### src/rtl/iob_noc_bridge_pkg.sv
// Shared header field positions, message constants and inbound FSM encoding
// for the IOB NoC bridge.
package iob_noc_bridge_pkg;

  localparam int MSG_DST_X_HI  = 49;
  localparam int MSG_DST_X_LO  = 42;
  localparam int MSG_DST_Y_HI  = 41;
  localparam int MSG_DST_Y_LO  = 34;
  localparam int MSG_FBITS_HI  = 33;
  localparam int MSG_FBITS_LO  = 30;
  localparam int MSG_LENGTH_HI = 29;
  localparam int MSG_LENGTH_LO = 22;
  localparam int MSG_TYPE_HI   = 21;
  localparam int MSG_TYPE_LO   = 14;

  localparam logic [3:0] NOC_FBITS_L1       = 4'b0000;
  localparam logic [7:0] MSG_TYPE_INTERRUPT = 8'd32;

  typedef enum logic [1:0] {
    ST_IDLE = 2'd0,
    ST_BODY = 2'd1,
    ST_DROP = 2'd2,
    ST_DONE = 2'd3
  } in_state_e;

  // Header flit of a single-payload interrupt packet; unnamed fields stay zero.
  function automatic logic [63:0] int_hdr(input logic [7:0] dst_x, input logic [7:0] dst_y);
    logic [63:0] h;
    h = '0;
    h[MSG_DST_X_HI:MSG_DST_X_LO]   = dst_x;
    h[MSG_DST_Y_HI:MSG_DST_Y_LO]   = dst_y;
    h[MSG_FBITS_HI:MSG_FBITS_LO]   = NOC_FBITS_L1;
    h[MSG_LENGTH_HI:MSG_LENGTH_LO] = 8'd1;
    h[MSG_TYPE_HI:MSG_TYPE_LO]     = MSG_TYPE_INTERRUPT;
    return h;
  endfunction

endpackage

### src/rtl/iob_pkt_fifo.sv
// Synchronous FIFO with extended pointers; exposes the head entry and the one
// behind it so a consumer can chain entries without a bubble.
module iob_pkt_fifo #(
  parameter int W     = 128,
  parameter int DEPTH = 8
) (
  input  logic         clk,
  input  logic         rst_n,
  input  logic         push_i,
  input  logic [W-1:0] push_data_i,
  input  logic         pop_i,
  output logic [W-1:0] head_o,
  output logic [W-1:0] head_nxt_o,
  output logic         empty_o,
  output logic         full_o,
  output logic         multi_o
);

  localparam int AW = $clog2(DEPTH);

  logic [AW:0]   wr_q, rd_q, count;
  logic [AW-1:0] rd_idx, rd_nxt_idx;
  logic [W-1:0]  mem_q [DEPTH];
  logic          do_push, do_pop;

  assign count      = wr_q - rd_q;
  assign empty_o    = (wr_q == rd_q);
  assign full_o     = (wr_q[AW] != rd_q[AW]) && (wr_q[AW-1:0] == rd_q[AW-1:0]);
  assign multi_o    = (count > (AW+1)'(1));
  assign do_push    = push_i & ~full_o;
  assign do_pop     = pop_i & ~empty_o;
  assign rd_idx     = rd_q[AW-1:0];
  assign rd_nxt_idx = rd_idx + AW'(1);
  assign head_o     = mem_q[rd_idx];
  assign head_nxt_o = mem_q[rd_nxt_idx];

  always_ff @(posedge clk or negedge rst_n) begin
    if (!rst_n) begin
      wr_q <= '0;
      rd_q <= '0;
    end else begin
      if (do_push) wr_q <= wr_q + (AW+1)'(1);
      if (do_pop)  rd_q <= rd_q + (AW+1)'(1);
    end
  end

  // Storage carries no reset so it maps onto RAM.
  always_ff @(posedge clk) begin
    if (do_push) mem_q[wr_q[AW-1:0]] <= push_data_i;
  end

endmodule

### src/rtl/iob_noc_bridge.sv
// Chip-bridge NoC endpoint: assembles inbound packets for the IOB model and
// turns interrupt requests into 2-flit NoC packets through a packet FIFO.
module iob_noc_bridge
  import iob_noc_bridge_pkg::*;
#(
  parameter int DW        = 64,
  parameter int IN_FLITS  = 4,
  parameter int OUT_DEPTH = 8,
  parameter int GRID_X    = 8,
  parameter int GRID_Y    = 8,
  parameter int TID_W     = 32
) (
  input  logic                           clk,
  input  logic                           rst_n,
  input  logic                           noc_in_val_i,
  output logic                           noc_in_rdy_o,
  input  logic [DW-1:0]                  noc_in_data_i,
  output logic                           req_val_o,
  input  logic                           req_rdy_i,
  output logic [$clog2(IN_FLITS+1)-1:0]  req_len_o,
  output logic [IN_FLITS*DW-1:0]         req_data_o,
  input  logic                           int_val_i,
  output logic                           int_rdy_o,
  input  logic [TID_W-1:0]               int_tileid_i,
  input  logic [63:0]                    int_data_i,
  output logic                           noc_out_val_o,
  input  logic                           noc_out_rdy_i,
  output logic [DW-1:0]                  noc_out_data_o,
  output logic                           err_bad_len_o,
  output logic                           err_bad_tile_o
);

  localparam int              LW      = $clog2(IN_FLITS+1);
  localparam logic [8:0]      MAX_LEN = 9'(IN_FLITS);
  localparam logic [TID_W-1:0] N_TILES = TID_W'(GRID_X*GRID_Y);
  localparam logic [TID_W-1:0] GX      = TID_W'(GRID_X);

  // ---------------- inbound assembly ----------------
  in_state_e      state_q;
  logic           rdy_q, req_val_q, err_len_q;
  logic [LW-1:0]  len_q, cnt_q;
  logic [7:0]     drop_q;
  logic           in_fire, req_fire, hdr_bad;
  logic [7:0]     hdr_plen;
  logic [8:0]     hdr_len;

  assign in_fire  = noc_in_val_i & rdy_q;
  assign req_fire = req_val_q & req_rdy_i;
  assign hdr_plen = noc_in_data_i[MSG_LENGTH_HI:MSG_LENGTH_LO];
  assign hdr_len  = {1'b0, hdr_plen} + 9'd1;
  assign hdr_bad  = (hdr_len > MAX_LEN);

  always_ff @(posedge clk or negedge rst_n) begin
    if (!rst_n) begin
      state_q   <= ST_IDLE;
      rdy_q     <= 1'b0;
      req_val_q <= 1'b0;
      err_len_q <= 1'b0;
      len_q     <= '0;
      cnt_q     <= '0;
      drop_q    <= '0;
    end else begin
      err_len_q <= 1'b0;
      unique case (state_q)
        ST_IDLE: begin
          rdy_q <= 1'b1;
          if (in_fire) begin
            if (hdr_bad) begin
              state_q   <= ST_DROP;
              drop_q    <= hdr_plen;
              err_len_q <= 1'b1;
            end else if (hdr_plen == 8'd0) begin
              state_q   <= ST_DONE;
              rdy_q     <= 1'b0;
              req_val_q <= 1'b1;
              len_q     <= LW'(hdr_len);
            end else begin
              state_q <= ST_BODY;
              cnt_q   <= LW'(1);
              len_q   <= LW'(hdr_len);
            end
          end
        end
        ST_BODY: begin
          if (in_fire) begin
            if (cnt_q == len_q - LW'(1)) begin
              state_q   <= ST_DONE;
              rdy_q     <= 1'b0;
              req_val_q <= 1'b1;
            end else begin
              cnt_q <= cnt_q + LW'(1);
            end
          end
        end
        ST_DROP: begin
          if (in_fire) begin
            drop_q <= drop_q - 8'd1;
            if (drop_q == 8'd1) state_q <= ST_IDLE;
          end
        end
        ST_DONE: begin
          if (req_fire) begin
            state_q   <= ST_IDLE;
            rdy_q     <= 1'b1;
            req_val_q <= 1'b0;
            len_q     <= '0;
          end
        end
        default: state_q <= ST_IDLE;
      endcase
    end
  end

  // Slot 0 holds the header; slots are wiped on handoff so unused ones read zero.
  for (genvar gi = 0; gi < IN_FLITS; gi++) begin : g_slot
    logic          we;
    logic [DW-1:0] slot_q;

    if (gi == 0) begin : g_hdr
      assign we = in_fire & (state_q == ST_IDLE) & ~hdr_bad;
    end else begin : g_pay
      assign we = in_fire & (state_q == ST_BODY) & (cnt_q == LW'(gi));
    end

    always_ff @(posedge clk or negedge rst_n) begin
      if (!rst_n)        slot_q <= '0;
      else if (req_fire) slot_q <= '0;
      else if (we)       slot_q <= noc_in_data_i;
    end

    assign req_data_o[(IN_FLITS-gi)*DW-1 -: DW] = slot_q;
  end

  assign noc_in_rdy_o  = rdy_q;
  assign req_val_o     = req_val_q;
  assign req_len_o     = len_q;
  assign err_bad_len_o = err_len_q;

  // ---------------- outbound interrupts ----------------
  logic            run_q, err_tile_q;
  logic            int_fire, tile_ok, fifo_push, fifo_pop;
  logic            fifo_empty, fifo_full, fifo_multi;
  logic [7:0]      dst_x, dst_y;
  logic [DW-1:0]   flit1, flit2;
  logic [2*DW-1:0] fifo_head, fifo_head_nxt;
  logic [2*DW-1:0] entry_q;
  logic            out_val_q, phase_q, out_fire;
  logic            unused_bits;

  assign int_rdy_o   = run_q & ~fifo_full;
  assign int_fire    = int_val_i & int_rdy_o;
  assign tile_ok     = (int_tileid_i < N_TILES);
  assign fifo_push   = int_fire & tile_ok;
  assign dst_x       = 8'(int_tileid_i % GX);
  assign dst_y       = 8'(int_tileid_i / GX);
  assign unused_bits = ^int_data_i[15:9];

  always_comb begin
    flit1        = '0;
    flit1[63:0]  = int_hdr(dst_x, dst_y);
    flit2        = '0;
    flit2[63:0]  = {int_data_i[63:16], 7'b0, int_data_i[8:0]};
  end

  always_ff @(posedge clk or negedge rst_n) begin
    if (!rst_n) begin
      run_q      <= 1'b0;
      err_tile_q <= 1'b0;
    end else begin
      run_q      <= 1'b1;
      err_tile_q <= int_fire & ~tile_ok;
    end
  end

  iob_pkt_fifo #(
    .W     (2*DW),
    .DEPTH (OUT_DEPTH)
  ) u_fifo (
    .clk         (clk),
    .rst_n       (rst_n),
    .push_i      (fifo_push),
    .push_data_i ({flit1, flit2}),
    .pop_i       (fifo_pop),
    .head_o      (fifo_head),
    .head_nxt_o  (fifo_head_nxt),
    .empty_o     (fifo_empty),
    .full_o      (fifo_full),
    .multi_o     (fifo_multi)
  );

  // The head entry stays in the FIFO until its second flit is taken.
  assign out_fire = out_val_q & noc_out_rdy_i;
  assign fifo_pop = out_fire & phase_q;

  always_ff @(posedge clk or negedge rst_n) begin
    if (!rst_n) begin
      out_val_q <= 1'b0;
      phase_q   <= 1'b0;
      entry_q   <= '0;
    end else if (!out_val_q) begin
      if (!fifo_empty) begin
        out_val_q <= 1'b1;
        phase_q   <= 1'b0;
        entry_q   <= fifo_head;
      end
    end else if (out_fire) begin
      if (!phase_q) begin
        phase_q <= 1'b1;
      end else begin
        phase_q <= 1'b0;
        if (fifo_multi) entry_q <= fifo_head_nxt;
        else            out_val_q <= 1'b0;
      end
    end
  end

  assign noc_out_val_o  = out_val_q;
  assign noc_out_data_o = phase_q ? entry_q[DW-1:0] : entry_q[2*DW-1:DW];
  assign err_bad_tile_o = err_tile_q;

endmodule

### config.mk
export PLATFORM = sky130hd
export DESIGN_NAME = iob_noc_bridge
export DESIGN_NICKNAME = d
export VERILOG_FILES = /design/src/rtl/iob_noc_bridge_pkg.sv /design/src/rtl/iob_pkt_fifo.sv /design/src/rtl/iob_noc_bridge.sv
export SDC_FILE = /design/constraint.sdc
export NUM_CORES = 2
export LEC_CHECK = 0
export ABC_AREA = 1
export BUFFER_PORTS_ARGS = -buffer_cell sky130_fd_sc_hd__buf_4
export CAP_MARGIN = 20
export CORE_MARGIN = 1
export CORE_UTILIZATION = 39
export DETAILED_ROUTE_END_ITERATION = 10
export PLACE_DENSITY = 0.6
export REMOVE_ABC_BUFFERS = 1
export SYNTH_ARGS = -nofsm -noshare
export SYNTH_HDL_FRONTEND = slang
export SYNTH_HIERARCHICAL = 1
export SYNTH_SLANG_ARGS = --single-unit
### constraint.sdc
create_clock -name clk -period 10.3 [get_ports clk]
set_input_delay 1.03 -clock clk [delete_from_list [all_inputs] [get_ports clk]]
set_output_delay 1.03 -clock clk [all_outputs]
set_load 0.02 [all_outputs]
# Word level (Yosys, flattened, before mapping)
# Memory sizes are Yosys's and may differ from the RTL's.
# Cells that the tools add are included.
# totals
word_cells	160
mem_count	1
out_inout_bits	329
ramBits	544
register_bits	415
# memory_table
memory	words	width	rd	rd_clocked_by_memory_dff	write_ports	line	rtl
u_fifo.mem_q	8	68	2	0	1	iob_pkt_fifo.sv:23	logic [W-1:0] mem_q [DEPTH];
# op_classes
addsub	8
muxes	65
magnitude_cmp	3
eq_ne	26
reduce_logical	19
bitwise	20
# ops
op	n
two-way mux 128 bit	5
two-way mux 64 bit	9
less-than comparator 32 x 7 -> 1 bit (second input constant)	1
two-way mux 1 bit	26
two-way mux 3 bit	8
two-way mux 8 bit	3
!= test 2 bit (second input constant)	12
bitwise AND 1 bit	16
two-way mux 2 bit	8
one-hot mux 8 bit (2 select lines)	1
AND reduction 4 bit	4
nonzero test 2 bit	7
one-hot mux 3 bit (2 select lines)	2
AND reduction 6 bit	2
adder 8 x 1 -> 9 bit (second input constant)	1
> comparator 9 x 3 -> 1 bit (second input constant)	1
adder 4 x 1 -> 4 bit (second input constant)	2
== test 8 x 1 -> 1 bit (second input constant)	1
logical NOT 8 bit	1
one-hot mux 2 bit (4 select lines)	1
subtractor 8 x 1 -> 8 bit (second input constant)	1
AND reduction 7 bit	1
adder 3 x 1 -> 3 bit (second input constant)	2
== test 3 x 2 -> 1 bit (second input constant)	2
other kinds (16)	24

# Depth between registers and ports, before layout
# depth
ltp_word	9
ltp_mapped	16
mapped_depth_nobuf	13

# By module
# The synthesis kept the hierarchy.
# by_module_without_submodules
module	n_inst	cells_each	area_each_um2	seq_area_each_um2
iob_pkt_fifo	1	6899	54753.8	30949.7
iob_noc_bridge	1	2011	18335.1	10184.8

# Worst setup path after synthesis
# OpenSTA, ideal clock, no wires.
# synth_timing
kind	flip-flop to flip-flop
from	reg u_fifo.rd_q[1]
to	mem u_fifo/mem_q[0][0] (netlist bit) (enable)
setup_slack_ns	1.954
required_ns	9.683
setup_time_ns	0.617
n_path_buf	3
period_less_slack_ns	8.346
path_stages_with_launch	15
arrival_time_ns	7.728
path_cell_list	dfrtp_1 buf_2 inv_2 buf_2 buf_2 ha_1 nand2_1 nor2_1 nand2_1 inv_1 nor2_1 nand2_1 nor2_1 nand2_1 nor2_1
# synth_via
elab_chain_cells	9
# synth_lines
element	line	rtl
start, declared	iob_pkt_fifo.sv:21	logic [AW:0] wr_q, rd_q, count;
start signal, assigned	iob_pkt_fifo.sv:43	if (do_pop) rd_q <= rd_q + (AW+1)'(1);
== test 3 bit	iob_pkt_fifo.sv:28	assign full_o = (wr_q[AW] != rd_q[AW]) && (wr_q[AW-1:0] == rd_q[AW-1:0]);
logical AND 1 bit	iob_pkt_fifo.sv:28	
net fifo_full	iob_noc_bridge.sv:142	logic fifo_empty, fifo_full, fifo_multi;
inverter 1 bit	iob_noc_bridge.sv:150	assign int_rdy_o = run_q & ~fifo_full;
bitwise AND 1 bit	iob_noc_bridge.sv:150	
net int_rdy_o	iob_noc_bridge.sv:23	output logic int_rdy_o,
bitwise AND 1 bit	iob_noc_bridge.sv:151	assign int_fire = int_val_i & int_rdy_o;
bitwise AND 1 bit	iob_noc_bridge.sv:153	assign fifo_push = int_fire & tile_ok;
net fifo_push	iob_noc_bridge.sv:141	logic int_fire, tile_ok, fifo_push, fifo_pop;
bitwise AND 1 bit	iob_pkt_fifo.sv:30	assign do_push = push_i & ~full_o;
two-way mux 1 bit	iob_pkt_fifo.sv:49	if (do_push) mem_q[wr_q[AW-1:0]] <= push_data_i;
two-way mux 1 bit (implied by the code)	iob_pkt_fifo.sv:49	
end, declared	iob_pkt_fifo.sv:23	
# The timed path passes the listed nets, and every way through them passes these cells.

# Final worst setup path
# layout_timing
from	reg u_fifo.rd_q[2]
to	mem u_fifo/mem_q[1][101] (netlist bit) (enable)
# layout_via
elab_chain_cells	9
# layout_lines
element	line
== test 3 bit	iob_pkt_fifo.sv:28
logical AND 1 bit	iob_pkt_fifo.sv:28
net fifo_full	iob_noc_bridge.sv:142
inverter 1 bit	iob_noc_bridge.sv:150
bitwise AND 1 bit	iob_noc_bridge.sv:150
bitwise AND 1 bit	iob_noc_bridge.sv:151
bitwise AND 1 bit	iob_noc_bridge.sv:153
net fifo_push	iob_noc_bridge.sv:141
bitwise AND 1 bit	iob_pkt_fifo.sv:30
two-way mux 1 bit	iob_pkt_fifo.sv:49
two-way mux 1 bit (implied by the code)	iob_pkt_fifo.sv:49
# The timed path passes the listed nets, and every way through them passes these cells.

==> impl_metrics.py <==
metrics = {
    "run_status": {
        "status": "complete, no violations",
    },
    "global_route": {
        "grt_pass1_wl_um": 322000,
        "grt_max_degree": 253,
        "grt_util_all_layers_pct": 21.8,
        "grt_pass1_vias": 56200,
        "grt-ovfl-total": 0,
        "antenna_found_initial": 15,
    },
    "worst_setup_path": {
        "start_kind": "flip-flop",
        "critPathCaptureType": "flip-flop",
        "cp_data_arrival_time_ns": 5.84,
        "worstSetupPathType": "reg -> reg",
        "critPathMaxFanout": 53,
        "required_ns": 10.71,
    },
    "detailed_routing": {
        "wl_per_cell_um": 17.3,
        "vias": 59400,
        "wl_met1_um": 86400,
        "first_pass_iters": 6,
        "vias_per_cell": 4.87,
        "drt-initial-drc-count": 4395,
        "wl_met3_um": 13700,
        "dr.max_layer_used": "met5",
        "met2_length_um": 103000,
        "ant_nets": 0,
        "drc": 0,
        "routed_wl_um": 211000,
    },
    "power_and_ir_drop": {
        "p_leak_nw": 41.8,
        "ir_drop_mv": 0.191,
        "power.density_nw_per_um2": 148,
        "power_mw": 12.6,
    },
    "placed_design": {
        "finalWeightedCongestion": 0.854,
        "dp_cells": 11900,
        "dp_hpwl_um": 114000,
        "io_buffers": 487,
    },
    "timing": {
        "maxSlewHeadroom_pct": 22.9,
        "setup_viol": 0,
        "fmax_mhz": 184,
        "skew_ns": 0.0273,
        "drv_slew": 0,
        "finalHoldViolations": 0,
        "fin_tns_setup_ns": 0,
        "rsz0062_at_grt": "false",
        "finalCritPeriodShare_pct": 52.7,
        "worst_pin_slew_ns": 1.16,
        "hold-worst-slack_ns": 0.304,
        "fin_crit_ns": 5.43,
    },
    "synth": {
        "synthTopCellsByArea": "edfxtp_1 (42%), nand2_1 (20%), dfrtp_1 (14%), nand3_1 (7.7%), inv_1 (6.0%)",
        "synth_common_cells": "nand2_1 (3,924), inv_1 (1,177), nand3_1 (1,121)",
        "synthArstFlopShare_pct": 28.8,
        "syn-cell-area_um2": 73100,
        "yosysTopAreaCellShare_pct": 42.1,
        "syn_area_per_cell_um2": 8.20,
        "synth_top_cell_by_area": "edfxtp_1",
        "seq_area_frac_synth_pct": 56.3,
        "yosysWarnings": 6,
        "synth_edf_count": 1024,
        "synth.most_common_cell": "nand2_1",
        "syn-instance-count": 8910,
        "synthFlopType": "edfxtp_1",
        "ys_ff_latch": 1439,
        "yosys.cell_types.count": 36,
    },
    "cells_and_area": {
        "syn2layout_area_growth_pct": 16.4,
        "final_nets": 9775,
        "final_cells": 12200,
        "drive_above_1_share_pct": 9.89,
    },
    "floorplanning": {
        "fp.dieW_um": 435,
        "pin_count": 495,
        "start_util_pct": 39.3,
        "placementRows": 158,
        "die-height_um": 435,
        "die_area_um2": 189000,
        "core-area_um2": 186000,
    },
    "clocking": {
        "cts_tree": "yes",
        "clock_latency_ns": 0.80,
        "cts-root-buf": "clkbuf_16",
        "cts_num_sinks": 1439,
        "cts_made_buffers": 160,
        "cts.clk_slew.worst_paths_ns": 0.06,
        "holdBufCountCts": 0,
        "ctsResizeCount": 0,
        "clockBufferDepth": 3,
        "htree_num_levels": 4,
        "post-cts-setup-buffers": 0,
    },
    "job": {
        "max_cap_violations": 0,
    },
    "min_path": {
        "hold_class": "in -> async",
    },
}
[layout make-up]
class                           count  area, um2
Tap cell                         2480       3100
Multi-Input combinational cell   6242      26800
Timing Repair Buffer              560       4380
Inverter                         1185       4490
Sequential cell                  1439      41200
Clock buffer                      218       4430
Fill cell                       17700     101000
Antenna cell                        7       17.5
Clock inverter                     74        651
[metal layers]
metal  up-vias  global-route usage (%)
met5         -                       0
met4         6                    8.43
met3       434                    2.97
met2      2167                    38.0
met1     27800                    27.3
li1      28900                       -
[where the power goes]
group	switching, mW	leakage, nW	internal, mW
combinational	0.512	25.0	0.218
sequential	0.0131	14.3	6.22
clock	2.36	2.47	3.24
total	2.88	41.8	9.67
[worst paths after layout]
check	startpoint	end	slack [ns]	cells past startpoint
setup / recovery	u_fifo/rd_q[2]	u_fifo/mem_q[1][101]	4.87	13
hold / removal	rst_n	g_slot[3].slot_q[62]	0.30	1
setup reg to reg	u_fifo/rd_q[2]	u_fifo/mem_q[1][101]	4.87	13
hold reg to reg	g_slot[0].slot_q[53]	g_slot[0].slot_q[53]	0.47	2
max in group asynchronous	rst_n	entry_q[30]	8.07	3
min in group clk	int_data_i[50]	u_fifo/mem_q[7][50]	0.46	1
[state kept, by name, indices dropped and copies added (netlist names)]
name / cells
cnt_q: 3
drop_q: 8
entry_q: 128
err_bad_len_o: 1
err_bad_tile_o: 1
g_slot.slot_q: 256
noc_in_rdy_o: 1
noc_out_val_o: 1
phase_q: 1
req_len_o: 3
req_val_o: 1
run_q: 1
state_q: 2
u_fifo/mem_q: 1024
u_fifo/rd_q: 4
u_fifo/wr_q: 4
[worst max-delay path, stage by stage (launching register included)]
cell and delay, ns:
dfrtp_4 0.88, inv_6 0.40, ha_1 0.48, inv_1 0.08, nor2_1 0.06, nand2_1 0.16, inv_1 0.10, nor2_1 0.15
nand2_1 0.09, nor2_1 0.38, nand2_1 0.47, nor2_4 0.18, buf_4 0.59, buf_4 0.93
[cells in the final DEF (no fill, tap or decap), types with 9 or more instances in the layout]
master	instances
ha_1	19
o21ai_2	10
o21ai_0	153
clkbuf_1	42
bufinv_16	9
conb_1	481
edfxtp_1	1024
a31oi_1	129
buf_4	546
dfrtp_1	410
a21oi_1	9
clkbuf_8	12
inv_1	1174
mux2_2	120
nor2_1	211
buf_12	12
o21ai_1	12
clkbuf_16	164
nor2_4	11
nand2_1	3924
clkinv_2	23
clkinv_1	24
nand3_1	1121
[metrics by stage]
stage | instance area, um2 | setup WS [ns] | util (%)
3_5_place_dp | 79900 | 4.36 | 43.0
4_1_cts | 85000 | 4.79 | 45.7
3_3_place_gp | 79900 | 4.37 | 43.0
5_1_grt | 85000 | 4.53 | 45.8
2_1_floorplan | 72300 | -47.59 | -
6_report | 85000 | 4.87 | 45.8
[cell families (layout without fill, tap and decap cells)]
logic type      Yosys count  count (layout)  share of synthesized area [%]
other cells               2             488                         0.0103
flops                  1439            1439                           56.3
xor+xnor                  3               3                         0.0462
simple gates           5297            5297                           29.3
fa+ha+maj                21              21                          0.370
mux                     126             126                           1.94
buf+inv                1708            2037                           9.61
compound gates          314             314                           2.43
Note: power is estimated with default switching activity, not from simulation.
